==> config.mk <==
export PLATFORM = sky130hd
export DESIGN_NAME = traffic_sequencer
export DESIGN_NICKNAME = d
export VERILOG_FILES = /design/src/rtl/traffic_pkg.sv /design/src/rtl/btn_sync_edge.sv /design/src/rtl/traffic_sequencer.sv
export SDC_FILE = /design/constraint.sdc
export NUM_CORES = 1
export LEC_CHECK = 0
export ABC_AREA = 1
export CAP_MARGIN = 20
export CORE_MARGIN = 2
export CORE_UTILIZATION = 52
export DETAILED_ROUTE_END_ITERATION = 8
export PLACE_DENSITY = 0.79
export SYNTH_ARGS = -nofsm -noshare
export SYNTH_HDL_FRONTEND = slang
export SYNTH_SLANG_ARGS = --single-unit
export TNS_END_PERCENT = 100
==> constraint.sdc <==
create_clock -name clk -period 3.4 [get_ports clk]
set_input_delay 0.34 -clock clk [delete_from_list [all_inputs] [get_ports clk]]
set_output_delay 0.34 -clock clk [all_outputs]
set_load 0.02 [all_outputs]
==> src/rtl/traffic_pkg.sv <==
// Shared phase encodings and timing helpers for the intersection controller,
// the sprite-select decode and the seven-segment countdown stage.
package traffic_pkg;

    typedef enum logic [5:0] {
        PH_NS_GREEN = 6'b000001,
        PH_NS_TRANS = 6'b000010,
        PH_RED_A    = 6'b000100,
        PH_EW_GREEN = 6'b001000,
        PH_EW_TRANS = 6'b010000,
        PH_RED_B    = 6'b100000
    } phase_e;

    localparam int T_GREEN_DEF  = 5;
    localparam int T_YELLOW_DEF = 2;
    localparam int T_RED_DEF    = 1;
    localparam int T_PED_DEF    = 2;

    // One-hot phases are in cycle order, so advancing is a rotate left.
    function automatic logic [5:0] next_phase(input logic [5:0] ph);
        return {ph[4:0], ph[5]};
    endfunction

    function automatic logic [7:0] phase_duration(
        input logic [5:0] ph,
        input logic [7:0] t_green,
        input logic [7:0] t_yellow,
        input logic [7:0] t_red
    );
        logic [7:0] dur;
        case (ph)
            PH_NS_GREEN, PH_EW_GREEN: dur = t_green;
            PH_NS_TRANS, PH_EW_TRANS: dur = t_yellow;
            default:                  dur = t_red;
        endcase
        return dur;
    endfunction

    function automatic logic is_green(input logic [5:0] ph);
        return (ph == PH_NS_GREEN) || (ph == PH_EW_GREEN);
    endfunction

    function automatic logic is_red(input logic [5:0] ph);
        return (ph == PH_RED_A) || (ph == PH_RED_B);
    endfunction

endpackage

==> src/rtl/btn_sync_edge.sv <==
// Two-flop synchroniser plus rising-edge detector for asynchronous buttons,
// one independent lane per bit.
module btn_sync_edge #(
    parameter int WIDTH = 1
) (
    input  logic             clk,
    input  logic             clr,
    input  logic [WIDTH-1:0] btn_in,
    output logic [WIDTH-1:0] rise
);

    genvar gi;
    generate
        for (gi = 0; gi < WIDTH; gi++) begin : g_lane
            logic sync1_q, sync1_d;
            logic sync2_q, sync2_d;
            logic prev_q, prev_d;

            always_comb begin
                sync1_d = btn_in[gi];
                sync2_d = sync1_q;
                prev_d  = sync2_q;
            end

            always_ff @(posedge clk or posedge clr) begin
                if (clr) begin
                    sync1_q <= 1'b0;
                    sync2_q <= 1'b0;
                    prev_q  <= 1'b0;
                end else begin
                    sync1_q <= sync1_d;
                    sync2_q <= sync2_d;
                    prev_q  <= prev_d;
                end
            end

            assign rise[gi] = sync2_q & ~prev_q;
        end
    endgenerate

endmodule

==> src/rtl/traffic_sequencer.sv <==
// Timed six-phase intersection controller with pedestrian green shortening,
// per-phase countdown and recovery from corrupted phase state.
module traffic_sequencer
    import traffic_pkg::*;
#(
    parameter int T_GREEN  = T_GREEN_DEF,
    parameter int T_YELLOW = T_YELLOW_DEF,
    parameter int T_RED    = T_RED_DEF,
    parameter int T_PED    = T_PED_DEF
) (
    input  logic       clk,
    input  logic       clr,
    input  logic       tick,
    input  logic       ped_req,
    input  logic       hold,
    output logic [5:0] lights,
    output logic [7:0] remaining,
    output logic       phase_step,
    output logic       ped_pending
);

    localparam logic [7:0] TG = 8'(T_GREEN);
    localparam logic [7:0] TY = 8'(T_YELLOW);
    localparam logic [7:0] TR = 8'(T_RED);
    localparam logic [7:0] TP = 8'(T_PED);

    logic [5:0] lights_q, lights_d;
    logic [7:0] remaining_q, remaining_d;
    logic       phase_step_q, phase_step_d;
    logic       ped_pending_q, ped_pending_d;

    logic       ped_rise;
    logic       advance;
    logic       honour;
    logic       legal;

    btn_sync_edge #(.WIDTH(1)) u_ped_sync (
        .clk    (clk),
        .clr    (clr),
        .btn_in (ped_req),
        .rise   (ped_rise)
    );

    assign advance = tick & ~hold;
    assign legal   = $onehot(lights_q);
    // Honour uses the registered request, so an edge arriving with a tick
    // only takes effect from the following tick.
    assign honour  = ped_pending_q && is_green(lights_q) && (remaining_q > TP);

    always_comb begin
        lights_d      = lights_q;
        remaining_d   = remaining_q;
        phase_step_d  = 1'b0;
        ped_pending_d = ped_pending_q;

        if (!legal) begin
            lights_d     = PH_RED_A;
            remaining_d  = TR;
            phase_step_d = 1'b1;
        end else if (advance) begin
            if (remaining_q <= 8'd1) begin
                lights_d     = next_phase(lights_q);
                remaining_d  = phase_duration(lights_d, TG, TY, TR);
                phase_step_d = 1'b1;
            end else if (honour) begin
                remaining_d = TP;
            end else begin
                remaining_d = remaining_q - 8'd1;
            end
        end

        // A fresh edge beats the clear when both land on a red entry.
        if (ped_rise) begin
            ped_pending_d = 1'b1;
        end else if (phase_step_d && is_red(lights_d)) begin
            ped_pending_d = 1'b0;
        end
    end

    always_ff @(posedge clk or posedge clr) begin
        if (clr) begin
            lights_q      <= PH_NS_GREEN;
            remaining_q   <= TG;
            phase_step_q  <= 1'b0;
            ped_pending_q <= 1'b0;
        end else begin
            lights_q      <= lights_d;
            remaining_q   <= remaining_d;
            phase_step_q  <= phase_step_d;
            ped_pending_q <= ped_pending_d;
        end
    end

    assign lights      = lights_q;
    assign remaining   = remaining_q;
    assign phase_step  = phase_step_q;
    assign ped_pending = ped_pending_q;

endmodule
* Word-level counts from Yosys, hierarchy flattened *
Cells that the tools add are included.

storage, ports and cells
  register bits = 19
  input port bits = 5
  output and inout bits = 16

operators by class
  add/subtract/negate cells = 6
  order comparisons = 2
  eq/ne operators = 10
  muxes and demuxes = 13
  bitwise gates (word level) = 4
  reductions and logical operators = 8

operator list
  operator                                                                count
  8-bit two-way mux                                                       4
  6-bit two-way mux                                                       3
  6-bit by 1-bit equality test with 1-bit output (second input constant)  2
  6-bit by 4-bit equality test with 1-bit output (second input constant)  2
  8-bit by 2-bit > comparator with 1-bit output (second input constant)   1
  8-bit by 1-bit <= comparator with 1-bit output (second input constant)  1
  8-bit by 1-bit subtractor with 8-bit output (second input constant)     1
  1-bit by 1-bit adder with 2-bit output                                  3
  6-bit by 2-bit equality test with 1-bit output (second input constant)  1
  6-bit by 3-bit equality test with 1-bit output (second input constant)  1
  6-bit by 5-bit equality test with 1-bit output (second input constant)  1
  6-bit equality test (second input constant)                             1
  3-bit case mux with 2 select lines                                      1
  1-bit two-way mux                                                       5
  2-bit OR reduction                                                      2
  2-bit by 2-bit adder with 3-bit output                                  1
  3-bit by 2-bit adder with 3-bit output                                  1
  3-bit by 1-bit equality test with 1-bit output (second input constant)  1
  1-bit logical AND                                                       3
  1-bit AND                                                               2
  1-bit logical OR                                                        2
  2-bit != test (second input constant)                                   1
  1-bit NOT                                                               2
  2-bit nonzero test                                                      1

* Longest topological paths before layout *
Gate-level depths: netlist of the first run.

  word-level depth = 10
  gate-level depth with buffers = 15
  gate-level depth less buffers = 14

* Hierarchy *
From an unflattened synthesis of the first run, not the netlist that was laid out.

second synthesis, totals
  cell total of the unflattened synthesis = 155
  area total of the unflattened synthesis = 1,272.5 um^2

modules (own cells, without submodules)
  module             times used  cells an instance  area each (um^2)
  traffic_sequencer  1           149                1,183.6
  btn_sync_edge      1           6                  88.8

* Worst setup path before layout of the first run *
OpenSTA, ideal clock, no wires.

  kind = flip-flop to flip-flop
  from = register lights_q[0] (netlist: lights[0])
  to = register remaining_q[4] (netlist: remaining[4])
  library setup time = 0.123 ns
  arrival time = 3.142 ns
  required time = 3.277 ns
  slack = 0.135 ns
  cell stages (with the launch flop) = 14
  clock period less this slack = 3.265 ns
  cells stage by stage = dfstp_2 -> inv_1 -> fa_1 -> fa_1 -> inv_1 -> ha_1 -> fa_1 -> nor3_1 -> inv_1 -> nor2_2 -> inv_1 -> nand2_1 -> xor2_1 -> nor2_1

between the ends
  cells in the longest elaborated chain, start to end = 8

ends and longest elaborated chain
  item                                                                                            line                     text
  from (decl)                                                                                     traffic_sequencer.sv:27  logic [5:0] lights_q, lights_d;
  from (signal assigned)                                                                          traffic_sequencer.sv:87  lights_q <= lights_d;
  parallel branches: the longest is 8 deep, another holds 2-bit by 2-bit adder with 3-bit output  -
  to (signal assigned)                                                                            traffic_sequencer.sv:88  remaining_q <= remaining_d;
  to (decl)                                                                                       traffic_sequencer.sv:28  logic [7:0] remaining_q, remaining_d;

Several ways; the timed one is not identified. The select of a mux whose other input is x is not followed.
A chain may end at the register's enable or synchronous reset.

* Worst setup path after layout of the first run *
  from = register lights_q[0] (netlist: lights[0])
  to = register ped_pending_q (netlist: ped_pending)

between the ends
  cells in the longest elaborated chain, start to end = 9

ends and longest elaborated chain
  item                                                                                   line                     text
  1-bit by 1-bit adder with 2-bit output (implied by the code) (*)                       traffic_sequencer.sv:45  assign legal = $onehot(lights_q);
  2-bit by 2-bit adder with 3-bit output (implied by the code) (*)                       traffic_sequencer.sv:45
  3-bit by 2-bit adder with 3-bit output (implied by the code) (*)                       traffic_sequencer.sv:45
  3-bit by 1-bit equality test with 1-bit output (*)                                     traffic_sequencer.sv:45
  6-bit two-way mux (*)                                                                  traffic_sequencer.sv:56  if (!legal) begin
  net lights_d[5]                                                                        traffic_sequencer.sv:27
  6-bit by 3-bit equality test with 1-bit output or 6-bit equality test (tied branches)  traffic_pkg.sv:44        return (ph == PH_RED_A) || (ph == PH_RED_B);
  1-bit logical OR (*)                                                                   traffic_pkg.sv:44
  1-bit logical AND (*)                                                                  traffic_sequencer.sv:75  end else if (phase_step_d && is_red(lights_d)) begin
  2-bit nonzero test (no source line) (*)                                                -
  to (signal assigned)                                                                   traffic_sequencer.sv:90  ped_pending_q <= ped_pending_d;
  to (decl)                                                                              traffic_sequencer.sv:30  logic ped_pending_q, ped_pending_d;

The timed path passes the listed nets; every way through them passes the cells marked *.

==> results of run 1 <==
## worst max-delay path: stages, from the launching register on
cell and delay (ps):
sky130_fd_sc_hd__dfstp_2 570, sky130_fd_sc_hd__inv_1 70, sky130_fd_sc_hd__fa_1 490, sky130_fd_sc_hd__fa_1 490, sky130_fd_sc_hd__inv_1 40, sky130_fd_sc_hd__ha_1 180, sky130_fd_sc_hd__fa_1 480, sky130_fd_sc_hd__nor3_4 180
sky130_fd_sc_hd__buf_6 170, sky130_fd_sc_hd__nand2_1 80, sky130_fd_sc_hd__nor2_2 100, sky130_fd_sc_hd__nand2_1 60, sky130_fd_sc_hd__nand2_1 70, sky130_fd_sc_hd__nand2_1 60, sky130_fd_sc_hd__nand2_1 50, sky130_fd_sc_hd__nand2_1 40
## stage by stage
| step | utilization, % | setup TNS [ps] | std cells | setup slack [ps] |
|---|---|---|---|---|
| after floorplan | - | 0 | 155 | 135 |
| after global placement | 66.4 | 0 | 204 | 163 |
| after detailed placement | 66.4 | 0 | 204 | 64.7 |
| after CTS | 67.6 | 0 | 208 | 28.1 |
| after global routing | 68.9 | -1.31 | 209 | -1.31 |
| final | 68.9 | 0 | 209 | 145 |
## cells in the mapped netlist
| cell type | count |
|---|---|
| sky130_fd_sc_hd__nor2_2 | 2 |
| sky130_fd_sc_hd__o21ai_0 | 5 |
| sky130_fd_sc_hd__dfrtp_1 | 16 |
| sky130_fd_sc_hd__o211ai_1 | 2 |
| sky130_fd_sc_hd__nor3b_1 | 1 |
| sky130_fd_sc_hd__nand3b_1 | 1 |
| sky130_fd_sc_hd__ha_1 | 6 |
| sky130_fd_sc_hd__nand3_2 | 2 |
| sky130_fd_sc_hd__nand2_2 | 2 |
| sky130_fd_sc_hd__nor2_4 | 2 |
| sky130_fd_sc_hd__xnor2_1 | 1 |
| sky130_fd_sc_hd__dfstp_2 | 3 |
| sky130_fd_sc_hd__nand2_1 | 36 |
| sky130_fd_sc_hd__xor2_1 | 3 |
| sky130_fd_sc_hd__nor2_1 | 13 |
| sky130_fd_sc_hd__nor3_1 | 4 |
| sky130_fd_sc_hd__o21ai_1 | 1 |
| sky130_fd_sc_hd__buf_2 | 1 |
| sky130_fd_sc_hd__nor2_8 | 1 |
| sky130_fd_sc_hd__o41ai_1 | 1 |
| sky130_fd_sc_hd__fa_1 | 3 |
| sky130_fd_sc_hd__buf_6 | 1 |
| sky130_fd_sc_hd__a21oi_2 | 2 |
| sky130_fd_sc_hd__a21oi_1 | 2 |
| sky130_fd_sc_hd__inv_1 | 27 |
| sky130_fd_sc_hd__nand3_1 | 16 |
| sky130_fd_sc_hd__or2_2 | 1 |
## routing by layer
metal	vias to the layer above	track usage, %
met5	-	0
met4	0	12.0
met3	5	3.39
met2	20	41.5
met1	543	26.0
li1	541	-
## worst paths after layout
kind | startpoint | end
hold / removal | u_ped_sync.g_lane[0].sync1_q | u_ped_sync.g_lane[0].prev_d
setup reg to reg | lights[0] | ped_pending
min in group asynchronous | clr | lights[1]
max in group asynchronous | clr | lights[4]
setup / recovery | lights[0] | ped_pending
hold reg to reg | u_ped_sync.g_lane[0].sync1_q | u_ped_sync.g_lane[0].prev_d
## registers in the layout (all words and copies together) (netlist names)
register                   count
lights                         6
ped_pending                    1
phase_step                     1
remaining                      8
u_ped_sync.g_lane.prev_d       1
u_ped_sync.g_lane.prev_q       1
u_ped_sync.g_lane.sync1_q      1
## cells in the final DEF, fill, tap and decap left out
master,n
sky130_fd_sc_hd__nand2_1,36
sky130_fd_sc_hd__inv_1,25
sky130_fd_sc_hd__clkdlybuf4s50_1,20
sky130_fd_sc_hd__nand3_1,16
sky130_fd_sc_hd__dfrtp_1,16
sky130_fd_sc_hd__nor2_1,13
sky130_fd_sc_hd__ha_1,6
sky130_fd_sc_hd__o21ai_0,5
sky130_fd_sc_hd__nor2_4,3
sky130_fd_sc_hd__nor3_1,3
sky130_fd_sc_hd__xor2_1,3
sky130_fd_sc_hd__fa_1,3
sky130_fd_sc_hd__clkbuf_4,3
sky130_fd_sc_hd__dfstp_2,3
sky130_fd_sc_hd__buf_4,3
sky130_fd_sc_hd__o211ai_1,2
sky130_fd_sc_hd__nand2_2,2
sky130_fd_sc_hd__inv_2,2
sky130_fd_sc_hd__a21oi_2,2
sky130_fd_sc_hd__a21oi_1,2
sky130_fd_sc_hd__nand3_2,2
sky130_fd_sc_hd__nor3_4,1
sky130_fd_sc_hd__nor2_8,1
sky130_fd_sc_hd__nand3b_1,1
sky130_fd_sc_hd__xnor2_1,1
sky130_fd_sc_hd__o21ai_1,1
sky130_fd_sc_hd__nor2_2,1
sky130_fd_sc_hd__nor3b_1,1
sky130_fd_sc_hd__o41ai_1,1
sky130_fd_sc_hd__or2_2,1
sky130_fd_sc_hd__clkinv_2,1
sky130_fd_sc_hd__buf_6,1
## what timing repair did
item	4_1_cts	5_1_grt
buffers inserted	0	1
resized for setup	0	6
hold buffers	0	0
setup endpoints to repair	0	7
## final cells by class
cell class                      instances  area (µm²)  area share (%)
Timing Repair Buffer                   24         234            15.2
Sequential cell                        19         479            31.2
Inverter                               27         101            6.59
Tap cell                               28        35.0            2.28
Multi-Input combinational cell        107         661            43.0
Clock buffer                            3        22.5            1.46
Clock inverter                          1        5.00           0.325
## cell families after synthesis
| kind of cell | Yosys count | share of synthesized area, % |
|---|---|---|
| flops | 19 | 38.6 |
| compound gates | 13 | 6.55 |
| fa+ha+maj | 9 | 10.9 |
| xor+xnor | 4 | 2.82 |
| simple gates | 81 | 31.7 |
| buf+inv | 29 | 9.48 |
==> impl_table.tex, run 1 <==
\begin{tabular}{lr}
\hline
Metric & Value \\
\hline
\multicolumn{2}{l}{\textbf{Floorplanning}} \\
I/O pin count & 21 \\
Chip height & between 50 and 60 µm \\
Die Area & 0.00279 mm² \\
Width of the die & 52.9 µm \\
Initial cell density of the core & 55.6\% \\
FP Rows & 17 \\
Std-Cell Core Area & 0.00223 mm² \\
\multicolumn{2}{l}{\textbf{Detailed routing}} \\
Number of remaining DRC errors & 0 \\
Detailed-router iteration count before antenna repair & 5 \\
Top sig layer & met4 \\
Post-detailed-routing wire length & 2680 µm \\
Sum of routed wire segments on met1 & 1130 µm \\
Post-DR wirelength/cell & 12.8 µm \\
Detailed route wirelength on metal3 & 73 µm \\
Drt initial violations & 16 \\
Detail Route Antenna Nets & 0 \\
Vias per Instance & 5.31 \\
Met2 wire length & 1420 µm \\
Overall via count from detail\_route & 1109 \\
\multicolumn{2}{l}{\textbf{Logic synthesis}} \\
Register area share after synthesis & 38.6\% \\
Yosys synthesis warning count & 0 \\
Syn Area/Cell & 8.01 µm² \\
Count of unique library cells instantiated by Yosys & 27 \\
Yosys top cell area share & 32.3\% \\
Synthesized netlist net count & 169 \\
Post-synthesis instance area & about 0.0012 mm² \\
Number of flip-flops and latches in the synthesized netlist & 19 \\
Dominant cell type by area after synthesis & sky130\_fd\_sc\_hd\_\_dfrtp\_1 \\
Leading cell types by total area after synthesis & sky130\_fd\_sc\_hd\_\_dfrtp\_1 32\%, sky130\_fd\_sc\_hd\_\_nand2\_1 11\%, sky130\_fd\_sc\_hd\_\_inv\_1 8.2\%, sky130\_fd\_sc\_hd\_\_nand3\_1 6.5\%, sky130\_fd\_sc\_hd\_\_dfstp\_2 6.4\% \\
Mapped Cells & 155 \\
\multicolumn{2}{l}{\textbf{Finish}} \\
Finished layout cell area & 0.00154 mm² \\
Ratio of cells with drive above 1 in the final layout & 14.4\% \\
Number of nets in the layout & around 200 \\
Area Growth Syn to Fin & 23.9\% \\
Filler cells & 193 \\
Number of diodes & 0 \\
\multicolumn{2}{l}{\textbf{Timing}} \\
Actual transition at the worst max-transition pin & $\sim$700 ps \\
Final Slew Violations & 0 \\
Post-route fraction of the period consumed by the critical path & between 90 and 100\% \\
Final Hold Violating Endpoints & 0 \\
Final setup violation count & 0 \\
Fmax & 0.307 GHz \\
Post-route worst hold slack & 363 ps \\
Worst-case headroom to the max-slew limit & 52.6\% \\
Period minus WS final & about 3300 ps \\
Worst Skew & around 8.4 ps \\
\multicolumn{2}{l}{\textbf{Min path}} \\
Type of the tightest min-delay check & flip-flop to flip-flop \\
Worst hold stages & 0 \\
\multicolumn{2}{l}{\textbf{Status}} \\
Outcome & finished, final reports clean \\
\multicolumn{2}{l}{\textbf{Clock tree}} \\
Clock transition at the registers of the reported paths & 110 ps \\
Buffer cell driving the clock tree root & sky130\_fd\_sc\_hd\_\_clkbuf\_4 \\
Latest clock arrival within the worst-skew pair & a little over 300 ps \\
Maximum buffer depth of the clock tree & 2 \\
Cts bufs inserted & 3 \\
TritonCTS clock tree & yes \\
Clock Sink Count & 19 \\
Total number of H-tree levels & 1 \\
\multicolumn{2}{l}{\textbf{Job}} \\
Max-Cap Viols & 0 \\
\multicolumn{2}{l}{\textbf{GRT}} \\
Total GRT Usage & 23.0\% \\
Sum of overflow across all layers after global routing & 0 \\
Number of antenna violations at the first check in global routing & 0 \\
Global-route wire length before repair & approximately 4500 µm \\
Vias in the first global route & 1055 \\
Largest net degree at the start of global routing & 20 \\
\multicolumn{2}{l}{\textbf{Setup path}} \\
Crit Path Max Fanout & 10 \\
WP data required & 3610 ps \\
Worst-case register-to-register setup slack & 150 ps \\
Category of the worst setup path launch point & flip-flop \\
Kind of end point of the critical path & flip-flop \\
Arrival time reported for the critical path endpoint & around 3500 ps \\
Type of the worst setup path & flip-flop to flip-flop \\
Path depth of the worst reg2reg path & 15 \\
\multicolumn{2}{l}{\textbf{Place}} \\
Number of buffers inserted by port buffering & 20 \\
HPWL after detailed placement & 2020 µm \\
Final estimated routing congestion in global placement & 0.893 \\
Cell area after placement & $\sim$0.0015 mm² \\
\hline
\end{tabular}
Power of run 1 is not shown: default switching activity piles up to over one toggle a cycle in this logic, so the estimate is an artifact.
==> inputs of run 2 (changes only) <==
--- a/config.mk
+++ b/config.mk
@@ -7,7 +7,6 @@
 export LEC_CHECK = 0
 export ABC_AREA = 1
 export CAP_MARGIN = 20
-export CORE_MARGIN = 2
 export CORE_UTILIZATION = 52
 export DETAILED_ROUTE_END_ITERATION = 8
 export PLACE_DENSITY = 0.79
==> run 2 against run 1 <==
Largest cell class unchanged. Routed wire length shrank 1.2%. Via count fell by 1.8%. Critical path depth is the same. Sequential cell count did not move. Clock skew up 5.5 ps. Sequential share of layout area down 0.18 points. Setup slack gained 24 ps.
==> impl_table.tex, run 2 (synthesis gave the netlist of run 1 again) <==
\begin{tabular}{lr}
\hline
Metric & Value \\
\hline
\multicolumn{2}{l}{\textbf{Status}} \\
Outcome & finished, final reports clean \\
\multicolumn{2}{l}{\textbf{Timing}} \\
Post-route fraction of the period consumed by the critical path & 95.0\% \\
Worst Skew & 13.8 ps \\
Final Hold Violating Endpoints & 0 \\
Worst-case headroom to the max-slew limit & 52.0\% \\
Fmax & between 0.3 and 0.4 GHz \\
Final Slew Violations & 0 \\
Final setup violation count & 0 \\
Actual transition at the worst max-transition pin & 719 ps \\
Period minus WS final & 3230 ps \\
Final setup slack of the worst path & 170 ps \\
\multicolumn{2}{l}{\textbf{Setup path}} \\
Max stage delay on crit path & 570 ps \\
Chain of cells forming the critical path & inv\_1, fa\_1, fa\_1, inv\_1, ha\_1, fa\_1, nor3\_2, buf\_6, nand2\_1, nor2\_2, nand2\_1, nand2\_1, nand2\_1, nand2\_1, nand2\_1 \\
Crit Path Max Fanout & 10 \\
Most frequent cell on the critical path & sky130\_fd\_sc\_hd\_\_nand2\_1 \\
WP data required & 3600 ps \\
Arrival time reported for the critical path endpoint & 3430 ps \\
Type of the worst setup path & flip-flop to flip-flop \\
Kind of end point of the critical path & flip-flop \\
Cell with the largest stage delay on the worst path & sky130\_fd\_sc\_hd\_\_dfstp\_2 \\
Category of the worst setup path launch point & flip-flop \\
\multicolumn{2}{l}{\textbf{Detailed routing}} \\
Number of remaining DRC errors & 0 \\
Overall via count from detail\_route & 1089 \\
Post-DR wirelength/cell & 12.6 µm \\
Post-detailed-routing wire length & 2650 µm \\
Drt initial violations & 20 \\
Detailed-router iteration count before antenna repair & 4 \\
Detail Route Antenna Nets & 0 \\
Vias per Instance & around 5.2 \\
\multicolumn{2}{l}{\textbf{GRT}} \\
Sum of overflow across all layers after global routing & 0 \\
Vias in the first global route & roughly 1000 \\
Largest net degree at the start of global routing & 20 \\
Global-route wire length before repair & around 4400 µm \\
Total GRT Usage & 23.8\% \\
Number of antenna violations at the first check in global routing & 0 \\
\multicolumn{2}{l}{\textbf{Job}} \\
Max-Cap Viols & 0 \\
\multicolumn{2}{l}{\textbf{Clock tree}} \\
Latest clock arrival within the worst-skew pair & 310 ps \\
Maximum buffer depth of the clock tree & 2 \\
TritonCTS clock tree & yes \\
Total number of H-tree levels & 1 \\
Buffer cell driving the clock tree root & sky130\_fd\_sc\_hd\_\_clkbuf\_4 \\
Cts bufs inserted & 3 \\
Number of hold buffers added after cts & 0 \\
Clock transition at the registers of the reported paths & 100 ps \\
Clock Sink Count & 19 \\
\multicolumn{2}{l}{\textbf{Finish}} \\
Most common library cell in the layout ignoring fill and taps & sky130\_fd\_sc\_hd\_\_nand2\_1 \\
Commonest non-fill, non-tap cells in the layout & 36 x sky130\_fd\_sc\_hd\_\_nand2\_1, 25 x sky130\_fd\_sc\_hd\_\_inv\_1, 20 x sky130\_fd\_sc\_hd\_\_clkdlybuf4s50\_1 \\
Ratio of cells with drive above 1 in the final layout & 15.3\% \\
Area Growth Syn to Fin & 24.6\% \\
Max reg flops & 8 \\
Number of nets in the layout & 198 \\
Number of diodes & 0 \\
\multicolumn{2}{l}{\textbf{Place}} \\
HPWL after detailed placement & 1980 µm \\
Final estimated routing congestion in global placement & around 0.91 \\
Setup slack after placement & 8.92 ps \\
Number of buffers inserted by port buffering & 20 \\
\multicolumn{2}{l}{\textbf{Floorplanning}} \\
I/O pin count & 21 \\
Width of the die & just over 50 µm \\
FP Rows & 17 \\
Std-Cell Core Area & 0.00223 mm² \\
Initial cell density of the core & 55.6\% \\
Chip height & roughly 51 µm \\
Die Area & 0.00259 mm² \\
\multicolumn{2}{l}{\textbf{Min path}} \\
Type of the tightest min-delay check & flip-flop to flip-flop \\
\hline
\end{tabular}
## run 2: cell count changes in the layout (fill, tap and decap cells not counted)
cell and change:
sky130_fd_sc_hd__nor3_2 +1, sky130_fd_sc_hd__buf_4 +2, sky130_fd_sc_hd__nor3_4 -1
## run 2: routing by layer
| metal | track usage, % | vias to the layer above | wire length [µm] |
|---|---|---|---|
| met2 | 40.7 | 28 | 1320 |
| li1 | - | 537 | - |
| met3 | 3.57 | 9 | 110 |
| met5 | 0 | - | 0 |
| met1 | 29.0 | 515 | 1130 |
| met4 | 12.5 | 0 | 81 |
## run 2: final timing paths
kind	startpoint	endpoint	slack, ps	cells after the start
worst max-delay path	lights[0]	ped_pending	170	15
worst min-delay path	u_ped_sync.g_lane[0].sync1_q	u_ped_sync.g_lane[0].prev_d	360	0
worst max register to register	lights[0]	ped_pending	170	15
worst min register to register	u_ped_sync.g_lane[0].sync1_q	u_ped_sync.g_lane[0].prev_d	360	0
max in group asynchronous	clr	u_ped_sync.g_lane[0].prev_q	2500	2
min in group asynchronous	clr	remaining[3]	430	2
## run 2: stage by stage
stage,instances,util [%],hold slack [ps],cell area [µm²],setup TNS [ps]
floorplan,155,-,289,1240,0
global placement,204,66.4,335,1480,0
detailed placement,204,66.4,341,1480,0
CTS,208,67.8,367,1520,0
global route,211,69.2,369,1550,-6.32
finish,211,69.2,363,1550,0
## run 2: final cells by class
cell class / instances / area [µm²]
clock buffers: 3 / 22.5
clock inverters: 1 / 5.00
fillers: 189 / 687
inverters: 27 / 101
multi-input cells: 107 / 654
flip-flops and latches: 19 / 479
well taps: 28 / 35.0
repair buffers: 26 / 249
## run 2: worst max-delay path: cells and delay by family, from the launching register on
kind	cells	cell delay, ps
adder cells (fa/ha/maj)	4	1620
buffers and inverters	3	310
flip-flops	1	570
AND/OR/NAND/NOR	8	650
## run 2: timing repair
action | in CTS | in global routing
buffers inserted | 0 | 3
pin swaps | 0 | 4
gates resized for setup | 1 | 4
setup endpoints to repair | 1 | 8
Power of run 2 is left out for the same reason.
